==> config.mk <==
export PLATFORM = sky130hd
export DESIGN_NAME = ship_hit_ctrl
export DESIGN_NICKNAME = d
export VERILOG_FILES = /design/src/rtl/game_pkg.sv /design/src/rtl/box_overlap.sv /design/src/rtl/ship_hit_ctrl.sv
export SDC_FILE = /design/constraint.sdc
export NUM_CORES = 1
export LEC_CHECK = 0
export ABC_AREA = 1
export ABC_CLOCK_PERIOD_IN_PS = 4600
export CAP_MARGIN = 0
export CORE_UTILIZATION = 57
export CTS_BUF_LIST = sky130_fd_sc_hd__clkbuf_8
export CTS_CLUSTER_DIAMETER = 120
export DETAILED_ROUTE_END_ITERATION = 10
export PLACE_DENSITY = 0.95
export SKIP_LAST_GASP = 1
export SLEW_MARGIN = 20
export SYNTH_ARGS = -nofsm -noshare
export SYNTH_HDL_FRONTEND = slang
export SYNTH_SLANG_ARGS = --single-unit
==> constraint.sdc <==
create_clock -name frame_clk -period 4.6 [get_ports frame_clk]
set_input_delay 0.92 -clock frame_clk [delete_from_list [all_inputs] [get_ports frame_clk]]
set_output_delay 0.92 -clock frame_clk [all_outputs]
set_load 0.02 [all_outputs]
==> src/rtl/game_pkg.sv <==
// Shared game types: ship life-cycle states, game-state codes and the box
// descriptor used by every collision check.
package game_pkg;

  typedef enum logic [1:0] {
    ALIVE  = 2'd0,
    HIT    = 2'd1,
    INVULN = 2'd2,
    DEAD   = 2'd3
  } ship_state_t;

  localparam logic [3:0] ST_TITLE = 4'd0;
  localparam logic [3:0] ST_PLAY  = 4'd1;

  typedef struct packed {
    logic [9:0] x;
    logic [9:0] y;
    logic [9:0] w;
    logic [9:0] h;
  } box_t;

  function automatic box_t mk_box(input logic [9:0] x, input logic [9:0] y,
                                  input logic [9:0] w, input logic [9:0] h);
    box_t b;
    b.x = x;
    b.y = y;
    b.w = w;
    b.h = h;
    return b;
  endfunction

endpackage

==> src/rtl/box_overlap.sv <==
// Axis-aligned box intersection, purely combinational; edges that merely touch
// do not count. Sums are 11 bits so boxes near the 1023 limit cannot wrap.
import game_pkg::*;

module box_overlap (
  input  box_t i_a,
  input  box_t i_b,
  output logic o_overlap
);

  logic [10:0] w_a_right;
  logic [10:0] w_b_right;
  logic [10:0] w_a_bottom;
  logic [10:0] w_b_bottom;

  assign w_a_right  = {1'b0, i_a.x} + {1'b0, i_a.w};
  assign w_b_right  = {1'b0, i_b.x} + {1'b0, i_b.w};
  assign w_a_bottom = {1'b0, i_a.y} + {1'b0, i_a.h};
  assign w_b_bottom = {1'b0, i_b.y} + {1'b0, i_b.h};

  assign o_overlap = (w_a_right  > {1'b0, i_b.x}) &&
                     (w_b_right  > {1'b0, i_a.x}) &&
                     (w_a_bottom > {1'b0, i_b.y}) &&
                     (w_b_bottom > {1'b0, i_a.y});

endmodule

==> src/rtl/ship_hit_ctrl.sv <==
// Player ship hit handling: detects alien-missile hits, runs the explosion and
// respawn-grace timers, tracks lives. All state advances once per frame edge.
import game_pkg::*;

module ship_hit_ctrl #(
  parameter logic [9:0] SHIP_Y        = 10'd440,
  parameter logic [9:0] SHIP_W        = 10'd32,
  parameter logic [9:0] SHIP_H        = 10'd16,
  parameter logic [9:0] MISSILE_W     = 10'd4,
  parameter logic [9:0] MISSILE_H     = 10'd8,
  parameter logic [7:0] HIT_FRAMES    = 8'd60,
  parameter logic [7:0] INVULN_FRAMES = 8'd120,
  parameter logic [1:0] START_LIVES   = 2'd3
) (
  input  logic       frame_clk,
  input  logic       Reset,
  input  logic [3:0] state,
  input  logic       exists,
  input  logic [9:0] missileX,
  input  logic [9:0] missileY,
  input  logic [9:0] ship_X,
  output logic       destroy,
  output logic [1:0] lives,
  output logic       hit_active,
  output logic       ship_visible,
  output logic       game_over
);

  ship_state_t r_fsm;
  ship_state_t w_fsm_nxt;
  logic [7:0]  r_timer;
  logic [7:0]  w_timer_nxt;
  logic [1:0]  r_lives;
  logic [1:0]  w_lives_nxt;
  logic        r_destroy;
  logic        w_destroy_nxt;
  logic        w_overlap;
  logic        w_hit;
  box_t        w_missile_box;
  box_t        w_ship_box;

  assign w_missile_box = mk_box(missileX, missileY, MISSILE_W, MISSILE_H);
  assign w_ship_box    = mk_box(ship_X, SHIP_Y, SHIP_W, SHIP_H);

  box_overlap u_overlap (
    .i_a       (w_missile_box),
    .i_b       (w_ship_box),
    .o_overlap (w_overlap)
  );

  assign w_hit = exists && w_overlap && (state == ST_PLAY) && (r_fsm == ALIVE);

  always_ff @(posedge frame_clk or posedge Reset) begin
    if (Reset) begin
      r_fsm     <= ALIVE;
      r_timer   <= 8'd0;
      r_lives   <= START_LIVES;
      r_destroy <= 1'b0;
    end else begin
      r_fsm     <= w_fsm_nxt;
      r_timer   <= w_timer_nxt;
      r_lives   <= w_lives_nxt;
      r_destroy <= w_destroy_nxt;
    end
  end

  // Title restarts everything; any game state other than play freezes the ship.
  always_comb begin
    w_fsm_nxt     = r_fsm;
    w_timer_nxt   = r_timer;
    w_lives_nxt   = r_lives;
    w_destroy_nxt = 1'b0;
    if (state == ST_TITLE) begin
      w_fsm_nxt   = ALIVE;
      w_timer_nxt = 8'd0;
      w_lives_nxt = START_LIVES;
    end else if (state == ST_PLAY) begin
      case (r_fsm)
        ALIVE: begin
          if (w_hit) begin
            w_destroy_nxt = 1'b1;
            w_fsm_nxt     = HIT;
            w_timer_nxt   = 8'd0;
            if (r_lives != 2'd0) w_lives_nxt = r_lives - 2'd1;
          end
        end
        HIT: begin
          if (r_timer == HIT_FRAMES - 8'd1) begin
            w_fsm_nxt   = (r_lives == 2'd0) ? DEAD : INVULN;
            w_timer_nxt = 8'd0;
          end else begin
            w_timer_nxt = r_timer + 8'd1;
          end
        end
        INVULN: begin
          if (r_timer == INVULN_FRAMES - 8'd1) begin
            w_fsm_nxt   = ALIVE;
            w_timer_nxt = 8'd0;
          end else begin
            w_timer_nxt = r_timer + 8'd1;
          end
        end
        default: ;
      endcase
    end
  end

  assign destroy      = r_destroy;
  assign lives        = r_lives;
  assign hit_active   = (r_fsm == HIT);
  assign game_over    = (r_fsm == DEAD);
  assign ship_visible = (r_fsm == ALIVE) ? 1'b1 :
                        (r_fsm == INVULN) ? r_timer[3] : 1'b0;

endmodule

# Yosys cells after proc, flatten, opt, wreduce, memory -nomap -nowiden
# Index checks and enable logic that the tools add are counted.
[totals]
mem_bits_rw = 0
latchBits = 0
ff_bits = 13
romBits = 0
memories = 0
elab_cells = 64
input_bits = 37
out_inout_bits = 6
[op_classes]
muxes = 24
addsub = 5
n_lt_le_gt_ge = 4
reduce_logical = 18
div_mod_pow = 0
n_shift = 0
bitwise = 0
eq_ne = 9
multipliers = 0
[op_table]
columns = ["op", "n"]
rows = [
  ["$mux 8", 5],
  ["$pmux 8 s3", 1],
  ["$gt 11x10->1", 2],
  ["$mux 2", 10],
  ["$add 10x3->11 const B", 1],
  ["$add 10x4->11 const B", 1],
  ["$add 10x6->11 const B", 1],
  ["$gt 11x9->1 const B", 1],
  ["$gt 9x10->1 const A", 1],
  ["$reduce_bool 2->1", 5],
  ["$add 8x1->8 const B", 1],
  ["$eq 8x6->1 const B", 1],
  ["$eq 8x7->1 const B", 1],
  ["$mux 1", 7],
  ["$logic_and 1x1->1", 6],
  ["$ne 3x3->1 const B", 2],
  ["$pmux 2 s3", 1],
  ["$reduce_and 5->1", 1],
  ["$eq 2x2->1 const B", 2],
  ["$eq 4x1->1 const B", 1],
  ["$logic_not 2->1", 2],
  ["$logic_not 4->1", 1],
  ["$reduce_and 4->1", 1],
  ["$reduce_bool 4->1", 1],
  ["4 further kinds", 4],
]

# Depth between registers and ports, before layout
[logic_depth]
ltp_word = 12
depth_mapped = 18
mapped_depth_nobuf = 17

# Cells and area by module
# A second synthesis with hierarchy kept.
[hier_totals]
hier_cells = 567
area_unflattened_um2 = 3761.1
[modules_own_cells]
columns = ["module", "cells_each", "area_each_um2", "instances", "seq_area_each_um2"]
rows = [
  ["box_overlap", 424, 2812.7, 1, 0.0],
  ["ship_hit_ctrl", 143, 948.4, 1, 327.8],
]

# Least setup slack after synthesis
# Ideal clock, no wire load.
[synth_timing]
kind = "input to register"
startpoint = "input port missileX[2]"
endpoint = "register r_timer[1]"
stages = 17
t_arrival_ns = 2.818
required_time_ns = 4.482
setup_ns = 0.118
n_path_buf = 1
path_slack_ns = 1.665
cell_sequence = "inv_1 -> nor3_1 -> nand3_1 -> nor3_1 -> xor2_1 -> inv_1 -> ha_1 -> nand2_1 -> nor2_1 -> nand2_1 -> nand2_1 -> nand4_2 -> nand2_4 -> nand2_4 -> buf_6 -> nand2_2 -> o21ai_2"
[synth_via]
elab_chain_len = 10
word_cells_on_any_way = 11
cone_classes = "1 x add/sub; 2 x order compare; 1 x eq/ne; 7 x reduce/logical"
[synth_rtl]
columns = ["item", "line_no", "rtl"]
rows = [
  ["start: declaration", "ship_hit_ctrl.sv:19", "input logic [9:0] missileX,"],
  ["$add 10x3->11", "box_overlap.sv:16", "assign w_a_right = {1'b0, i_a.x} + {1'b0, i_a.w};"],
  ["$gt 11x10->1", "box_overlap.sv:21", "assign o_overlap = (w_a_right > {1'b0, i_b.x}) &&"],
  ["$logic_and 1x1->1 (*)", "box_overlap.sv:21", ""],
  ["$logic_and 1x1->1 (*)", "box_overlap.sv:22", "(w_b_right > {1'b0, i_a.x}) &&"],
  ["$logic_and 1x1->1 (*)", "box_overlap.sv:23", "(w_a_bottom > {1'b0, i_b.y}) &&"],
  ["$logic_and 1x1->1 (*) (3 in series)", "ship_hit_ctrl.sv:51", "assign w_hit = exists && w_overlap && (state == ST_PLAY) && (r_fsm == ALIVE);"],
  ["$ne 3x3->1 (no source line) (*)", "--", ""],
  ["$reduce_and 3->1 (no source line) (*)", "--", ""],
  ["end signal: assignment", "ship_hit_ctrl.sv:61", "r_timer <= w_timer_nxt;"],
  ["end: declaration", "ship_hit_ctrl.sv:31", "logic [7:0] r_timer;"],
]
# Every way passes the cells marked *; elsewhere a longest branch is shown, timed or not.
# A chain may end at the register's enable or synchronous reset.

# Worst setup path in the final report
[layout_timing]
startpoint = "input port missileX[2]"
endpoint = "register r_timer[4]"
# The elaborated chain is that of the path after synthesis.

==> impl_metrics.env <==
export IMPL_status="completed"
export IMPL_synth_simple_gate_area_share_pct=37.0
export IMPL_postSynthCellCount=295
export IMPL_grt_setup_unrepaired="false"
export IMPL_final_util_pct=77.5
export IMPL_grt_pass1_wl_mm=7.62
export IMPL_start_util_pct=61.1
export IMPL_clockBufferDepth=2
export IMPL_met3_length_microns=244
export IMPL_fin_nets=408
export IMPL_hold_buffers=0
export IMPL_die_y_microns=59.7
export IMPL_swShare_pct=43.8
export IMPL_yosysMostFrequentCell="nand2_1"
export IMPL_synth_cell_area_sq_mm=0.00190
export IMPL_viasPerCell=5.18
export IMPL_startpoint_type="input port"
export IMPL_min_period_ps=3410
export IMPL_grt_pass1_vias=1939
export IMPL_portBuffers=42
export IMPL_async_flop_share_pct=100
export IMPL_dp_hpwl_mm=3.62
export IMPL_area_growth_pct=26.9
export IMPL_synth_area_leader_cell="ha_1"
export IMPL_post_route_period_util_pct=74.0
export IMPL_dr_pass1_iters=4
export IMPL_dr_wl_met2_mm=2.16
export IMPL_fmax_ghz=0.294
export IMPL_synth_top_area_share_pct=19.8
export IMPL_relSlewSlack_pct=52.4
export IMPL_drt_total_wl_mm=4.41
export IMPL_antenna_found_initial=0
export IMPL_die_width_microns=59.7
export IMPL_min_from="lives[0]"
export IMPL_clkPwrFrac_pct=17.5
export IMPL_rows=20
export IMPL_crit_type="in2reg"
export IMPL_placed_cell_area_sq_mm=0.00236
export IMPL_path_clk_slew_ps=60
export IMPL_maxSlewViolCount=0
export IMPL_p_per_area_mw_per_mm2=237
export IMPL_synth_cell_types=27
export IMPL_cp_required_ps=4730
export IMPL_grt_max_degree=14
export IMPL_core_area_sq_mm=0.00310
export IMPL_vdd_ir_drop_max_mv=0.428
export IMPL_setup_tns_ps=0
export IMPL_synth_edf_count=0
export IMPL_grt_total_usage_pct=27.1
export IMPL_holdCritPathClass="reg2reg"
export IMPL_synth_xor_area_share_pct=4.62
export IMPL_synth_compound_area_share_pct=9.17
export IMPL_cp_slowest_cell="clkdlybuf4s50_1"
export IMPL_design_area_sq_mm=0.00240
export IMPL_synthTopCellsByArea="ha_1 20%, dfrtp_1 15%, nand2_1 14%"
export IMPL_drv_cap=0
export IMPL_numClockSinks=13
export IMPL_met1_length_mm=1.94
export IMPL_path_max_fanout=13
export IMPL_cts_htree_levels=1
export IMPL_startpoint="missileX[2]"
export IMPL_synthesis_nets=362
export IMPL_drive_gt1_share_pct=6.76
export IMPL_drt_initial_drc_count=94
export IMPL_cts_tree="yes"
export IMPL_setup_worst_path_end_class="register"
export IMPL_ys_warn_count=0
export IMPL_ios=43
export IMPL_finClkSkew_ps=2.70
export IMPL_rr_startpoint="r_timer[0]"
export IMPL_fillerInstances=246
export IMPL_ys_ff_latch=13
export IMPL_vias=1988
export IMPL_internal_power_w=0.000320
export IMPL_cts_root_buf="clkbuf_8"
export IMPL_syn_avg_cell_area_sq_um=6.43
export IMPL_ys_seq_area_share_pct=17.3
export IMPL_grt_remaining_overflow=0
export IMPL_clock_latency_ps=240
export IMPL_dieArea_sq_mm=0.00356
export IMPL_ys_dominant_reg_cell="dfrtp_1"
export IMPL_yosys_top_cells_count="71 x nand2_1, 58 x inv_1, 31 x nor2_1, 30 x ha_1, 21 x nand3_1"
export IMPL_post_cts_resized=0
export IMPL_crit_family="simple AND/OR/NAND/NOR gates"
export IMPL_leakagePower_nw=1.28
export IMPL_cp_common_cell="nand2_1"
export IMPL_antenna_left=0
export IMPL_setup_viol=0
export IMPL_max_stage_delay_ps=480
export IMPL_p_sw_w=0.000249
export IMPL_gp_congestion=0.834
export IMPL_worst_path_buf_inv=3
export IMPL_worstPathCellList="clkdlybuf4s50_1, inv_1, nor3_1, nand3_1, nor3_1, xor2_1, inv_1, ha_1, nand2_1, nor2_1, nand2_1, nand2_1, nand4_2, nand2_4, nand2_4, nand2_1, o21ai_2"
export IMPL_synth_fa_ha_area_share_pct=19.8
export IMPL_arrival_ps=3540
export IMPL_hold_viol_final=0
export IMPL_wl_per_cell_microns=11.5
export IMPL_worstMarginPinSlew_ps=711
export IMPL_cts_setup_buffers=0
export IMPL_drc=0
export IMPL_cts_buffers=3
export IMPL_synth_top_family_by_area="simple AND/OR/NAND/NOR gates"
export IMPL_top_layer="met4"
export IMPL_muxShareOfSynthArea_pct=0
export IMPL_p_seq_share_pct=24.8
export IMPL_n_antenna_cell=0
export IMPL_power_frac_comb_pct=57.7
-- power groups by stage --
stage	logic (W)	registers, W	clock network [W]
global route	0.000367	0.000142	0.000107
floorplan	0.000213	0.000141	0
detailed placement	0.000321	0.000143	0
CTS	0.000327	0.000141	0.000102
global placement	0.000310	0.000142	0
finish	0.000329	0.000141	0.0000997
-- flip-flops by register name (all words and copies together) (netlist names) --
| signal | cells |
|---|---|
| destroy | 1 |
| lives | 2 |
| r_fsm | 2 |
| r_timer | 8 |
-- worst reg2reg max path: cells and delay by family, from the launching register on --
family	cells	cell delay, ps
adders and majority gates	1	260
AOI/OAI and AO/OA	2	530
and+or+nand+nor	4	810
DFF	1	420
-- kinds of logic after synthesis --
| family | after synthesis |
|---|---|
| AOI/OAI and AO/OA | 28 |
| xor gates and xnor gates | 10 |
| adders and majority gates | 30 |
| buffers and inverters | 59 |
| DFF | 13 |
| and+or+nand+nor | 155 |
-- metal layers --
layer	global-route usage [%]	vias up
met5	0	-
met3	4.55	10
met1	31.7	874
met4	7.64	0
li1	-	1028
met2	50.0	76
-- cell type report --
type / count / area, sq um / share of cell area (%)
Clock buffer: 3 / 41.3 / 1.72
Clock inverter: 1 / 3.75 / 0.156
Inverter: 58 / 218 / 9.05
Multi-Input combinational cell: 223 / 1340 / 55.7
Sequential cell: 13 / 328 / 13.6
Tap cell: 44 / 55.1 / 2.29
Timing Repair Buffer: 42 / 420 / 17.5
-- per-stage QoR --
step / hold WS [ps] / total power [W] / instances / setup slack [ps]
floorplan: 464 / 0.000354 / 295 / 1660
global placement: 481 / 0.000452 / 380 / 1020
detailed placement: 499 / 0.000464 / 380 / 929
CTS: 505 / 0.000569 / 384 / 1170
global route: 520 / 0.000617 / 384 / 877
finish: 502 / 0.000570 / 384 / 1190
-- worst paths after layout --
path                               to  slack, ps  cells after the start
max                        r_timer[4]       1190                     17
min                          lives[0]        500                      2
max reg2reg                r_timer[0]       2510                      7
min reg2reg                  lives[0]        500                      2
max in group asynchronous    lives[0]       3220                      2
min in group asynchronous    r_fsm[0]       1010                      2
-- layout by cell type, fill, tap and decap left out, types with 2 or more instances in the layout --
cell,n
nor2_2,4
nand4_1,7
nor3_1,8
o21ai_0,6
nand3b_1,3
inv_1,59
nor2_1,31
o21ai_2,5
nand2_4,2
ha_1,30
xor2_1,9
clkdlybuf4s50_1,42
nand2_1,71
dfrtp_1,11
nand2_2,3
clkbuf_8,3
a21oi_1,10
or2_2,2
nand3_1,21
dfstp_2,2
a21o_1,3
a31oi_1,2
(Power assumes the default switching activity.)
==> patch 1, RTL diff (config.mk and constraints unchanged) <==
Register the inputs `state`, `exists`, `missileX`, `missileY` and `ship_X` before use, cleared by the reset. The logic sees them one clock later. Comments in the files are not updated.
--- a/src/rtl/ship_hit_ctrl.sv
+++ b/src/rtl/ship_hit_ctrl.sv
@@ -28,2 +28,24 @@
 
+  logic [3:0] state_q;
+  logic exists_q;
+  logic [9:0] missileX_q;
+  logic [9:0] missileY_q;
+  logic [9:0] ship_X_q;
+
+  always_ff @(posedge frame_clk or posedge Reset) begin
+    if (Reset) begin
+      state_q    <= '0;
+      exists_q   <= '0;
+      missileX_q <= '0;
+      missileY_q <= '0;
+      ship_X_q   <= '0;
+    end else begin
+      state_q    <= state;
+      exists_q   <= exists;
+      missileX_q <= missileX;
+      missileY_q <= missileY;
+      ship_X_q   <= ship_X;
+    end
+  end
+
   ship_state_t r_fsm;
@@ -41,4 +63,4 @@
 
-  assign w_missile_box = mk_box(missileX, missileY, MISSILE_W, MISSILE_H);
-  assign w_ship_box    = mk_box(ship_X, SHIP_Y, SHIP_W, SHIP_H);
+  assign w_missile_box = mk_box(missileX_q, missileY_q, MISSILE_W, MISSILE_H);
+  assign w_ship_box    = mk_box(ship_X_q, SHIP_Y, SHIP_W, SHIP_H);
 
@@ -50,3 +72,3 @@
 
-  assign w_hit = exists && w_overlap && (state == ST_PLAY) && (r_fsm == ALIVE);
+  assign w_hit = exists_q && w_overlap && (state_q == ST_PLAY) && (r_fsm == ALIVE);
 
@@ -72,3 +94,3 @@
     w_destroy_nxt = 1'b0;
-    if (state == ST_TITLE) begin
+    if (state_q == ST_TITLE) begin
       w_fsm_nxt   = ALIVE;
@@ -76,3 +98,3 @@
       w_lives_nxt = START_LIVES;
-    end else if (state == ST_PLAY) begin
+    end else if (state_q == ST_PLAY) begin
       case (r_fsm)
Check against the original RTL: not equivalent (Yosys sat finds a counterexample within 4 cycles, from zero or initial values and one cycle with Reset high).
==> patch 1 against the unedited design <==
Synthesized area up 46%. Wire length up 26%. Cell area up 39%. Sequential cell count up 35. Count of clock-buffer cells in the layout up 3. Largest power group is now registers. Power up 87%. Setup slack better by 0.44 ns. Critical path depth unchanged. Via count up 13%. Sequential share of layout area up 22 points.
==> patch 1: results (changes against the unedited design) <==
maximum VDD drop 0.2050 mV (was 0.4277 mV); worst slew pin tran 0.8088 ns (was 0.7114 ns); Post-DP Area 3243 um^2 (was 2360 um^2); Non-clk invs 57 (was 58); compound-gate portion of the synthesized area 4.463% (was 9.175%); internal power 708.0 uW (was 320.4 uW); wire length on met3 254 um (was 244 um); Clock-cell share 2.738% (was 1.873%); fill count 325 (was 246); Post-Synth Adder-Cell Area 13.53% (was 19.80%); GP Congestion 0.8538 (was 0.8341); min Tclk post-route 2.968 ns (was 3.406 ns); run status finished clean (unchanged); commonest cells in the netlist nand2_1, inv_1, dfrtp_1 (was nand2_1, inv_1, nor2_1); R2R setup slack 1.63 ns (was 2.51 ns); final net count 441 (was 408); CP max stage delay 0.41 ns (was 0.48 ns); first-pass GRT wire length 9.439 mm (was 7.617 mm); total track usage 23.75% (was 27.06%); Synth Net Count 393 (was 362); fraction of layout cells with a size suffix above 1 9.893% (was 6.765%); Seq cells 48 (was 13); drt initial violations 122 (was 94); DPL Wire Length 4.129 mm (was 3.620 mm); number of multi-input logic gates 220 (was 223); CP max-delay cell dfrtp_1 (was clkdlybuf4s50_1); fraction of area in registers 36.08% (was 13.63%); DR vias/cell 5.257 (was 5.177); Post-Synth XOR/XNOR Area 3.787% (was 4.620%); routed length on met1 2.193 mm (was 1.940 mm); clkbuf count 6 (was 3); Worst EP arrival 3.16 ns (was 3.54 ns); clk_lat worst skew 0.30 ns (was 0.24 ns); Placement Setup Slack 1.764 ns (was 0.9293 ns); clock skew 0.009478 ns (was 0.002699 ns); minimum hold slack 0.5034 ns (was 0.5023 ns)
==> patch 1: changes by cell type after synthesis, moves of 3 or more <==
cell | before | now
inv_1 | 58 | 51
a21oi_1 | 10 | 7
nand3_1 | 21 | 18
o21ai_0 | 6 | 2
dfrtp_1 | 11 | 46
inv_2 | 0 | 5
nand2_1 | 71 | 79
==> patch 1: power by group through the flow <==
stage	logic [mW]	clock network, mW	registers, mW
final	0.323	0.259	0.483
after detailed placement	0.320	0	0.490
after global placement	0.308	0	0.488
after global routing	0.362	0.280	0.488
after CTS	0.324	0.265	0.482
after floorplan	0.223	0	0.484
==> patch 1: path summary, 6_finish.rpt <==
path | endpoint | depth (start not counted)
worst max register to register | r_timer[6] | 17
worst min register to register | lives[1] | 2
worst max-delay path | r_timer[6] | 17
max in group asynchronous | r_timer[0] | 2
worst min-delay path | lives[1] | 2
min in group asynchronous | missileX_q[5] | 2
==> patch 2, RTL diff (same flow settings) <==
Without the edit above. Change the parameter `INVULN_FRAMES` from 8'd120 to 8'd60.
--- a/src/rtl/ship_hit_ctrl.sv
+++ b/src/rtl/ship_hit_ctrl.sv
@@ -11,3 +11,3 @@
   parameter logic [7:0] HIT_FRAMES    = 8'd60,
-  parameter logic [7:0] INVULN_FRAMES = 8'd120,
+  parameter logic [7:0] INVULN_FRAMES = 8'd60,
   parameter logic [1:0] START_LIVES   = 2'd3
Function: no difference found for any inputs over 10 cycles, from zero or initial values and one cycle with Reset high; that may be too few to reach the edited logic, so the function may still have changed.
==> patch 2 against the unedited design <==
Wire length decreased by 3.2%. Critical path depth unchanged. Register-to-register slack improved by 0.16 ns. Die area increased by 0.59%. Cell count increased by 2.1%. Sequential cell count unchanged. Power increased by 0.95%. Synthesized area increased by 0.59%. Setup slack got worse by 0.057 ns. Cell area increased by 0.26%. Non-clock buffer count unchanged. Critical path type unchanged. Critical endpoint is now r_timer[1]. Largest power group unchanged. Highest routed layer unchanged.
==> patch 2: results (changes against the unedited design) <==
Comb power frac 57.2% (was 57.7%); Max Fanout on Critical Path 12 (was 13); drt initial violations 80 (was 94); placed cell count 388 (was 380); Post-DP Area 2366 um^2 (was 2360 um^2); via count of the first global-routing pass 1826 (was 1939); minimum hold slack 0.5128 ns (was 0.5023 ns); Clk pwr share 16.8% (was 17.5%); Vias 1986 (was 1988); register area share after synthesis 17.19% (was 17.29%); run status finished clean (unchanged); Leak 1.331 nW (was 1.282 nW); number of multi-input logic gates 225 (was 223); post-DR wirelength/cell 10.88 um (was 11.48 um); Distinct cells, synth 29 (was 27); fraction of area in registers 13.60% (was 13.63%); DPL Wire Length 3.609 mm (was 3.620 mm); final net count 416 (was 408); largest cells by area after synthesis ha_1, nand2_1, dfrtp_1, inv_1, nand3_1 (was ha_1, dfrtp_1, nand2_1, inv_1, nor2_1); Clock-cell share 1.868% (was 1.873%); multi-input gate area in the final layout 1323 um^2 (was 1339 um^2); DR vias/cell 5.066 (was 5.177); Synth Net Count 371 (was 362); Seq cells 13 (unchanged); Worst EP arrival 3.59 ns (was 3.54 ns); total track usage 25.74% (was 27.06%); maximum VDD drop 0.4061 mV (was 0.4277 mV); fraction of layout cells with a size suffix above 1 4.023% (was 6.765%); Max Freq 0.2887 GHz (was 0.2936 GHz); internal power 325.5 uW (was 320.4 uW); Util after Layout 77.70% (was 77.50%); Post-Syn Instances 304 (was 295); GP Congestion 0.8464 (was 0.8341); Slew HR 56.85% (was 52.35%); Non-clk invs 64 (was 58); R2R setup slack 2.67 ns (was 2.51 ns)
[patch 2: per-layer routing]
| metal | GRT usage (%) | wire length, um |
|---|---|---|
| met5 | 0 | 0 |
| met4 | 4.651 | 39 |
| met3 | 2.814 | 224 |
| met2 | 46.98 | 2007 |
| met1 | 32.62 | 1993 |
[patch 2: worst paths after layout]
| check | endpoint | cells after the start |
|---|---|---|
| hold / removal | lives[0] | 2 |
| max in group asynchronous | lives[0] | 2 |
| setup reg to reg | r_timer[1] | 7 |
| min in group asynchronous | r_fsm[1] | 2 |
| hold reg to reg | lives[0] | 2 |
| setup / recovery | r_timer[1] | 17 |
[patch 2: cell families after synthesis]
| logic type | count (synthesis) | share of synthesized area (%) |
|---|---|---|
| simple gates | 163 | 37.60 |
| buf+inv | 66 | 13.45 |
| fa+ha+maj | 30 | 19.69 |
| compound gates | 19 | 6.102 |
| xor+xnor | 13 | 5.971 |
| flops | 13 | 17.19 |
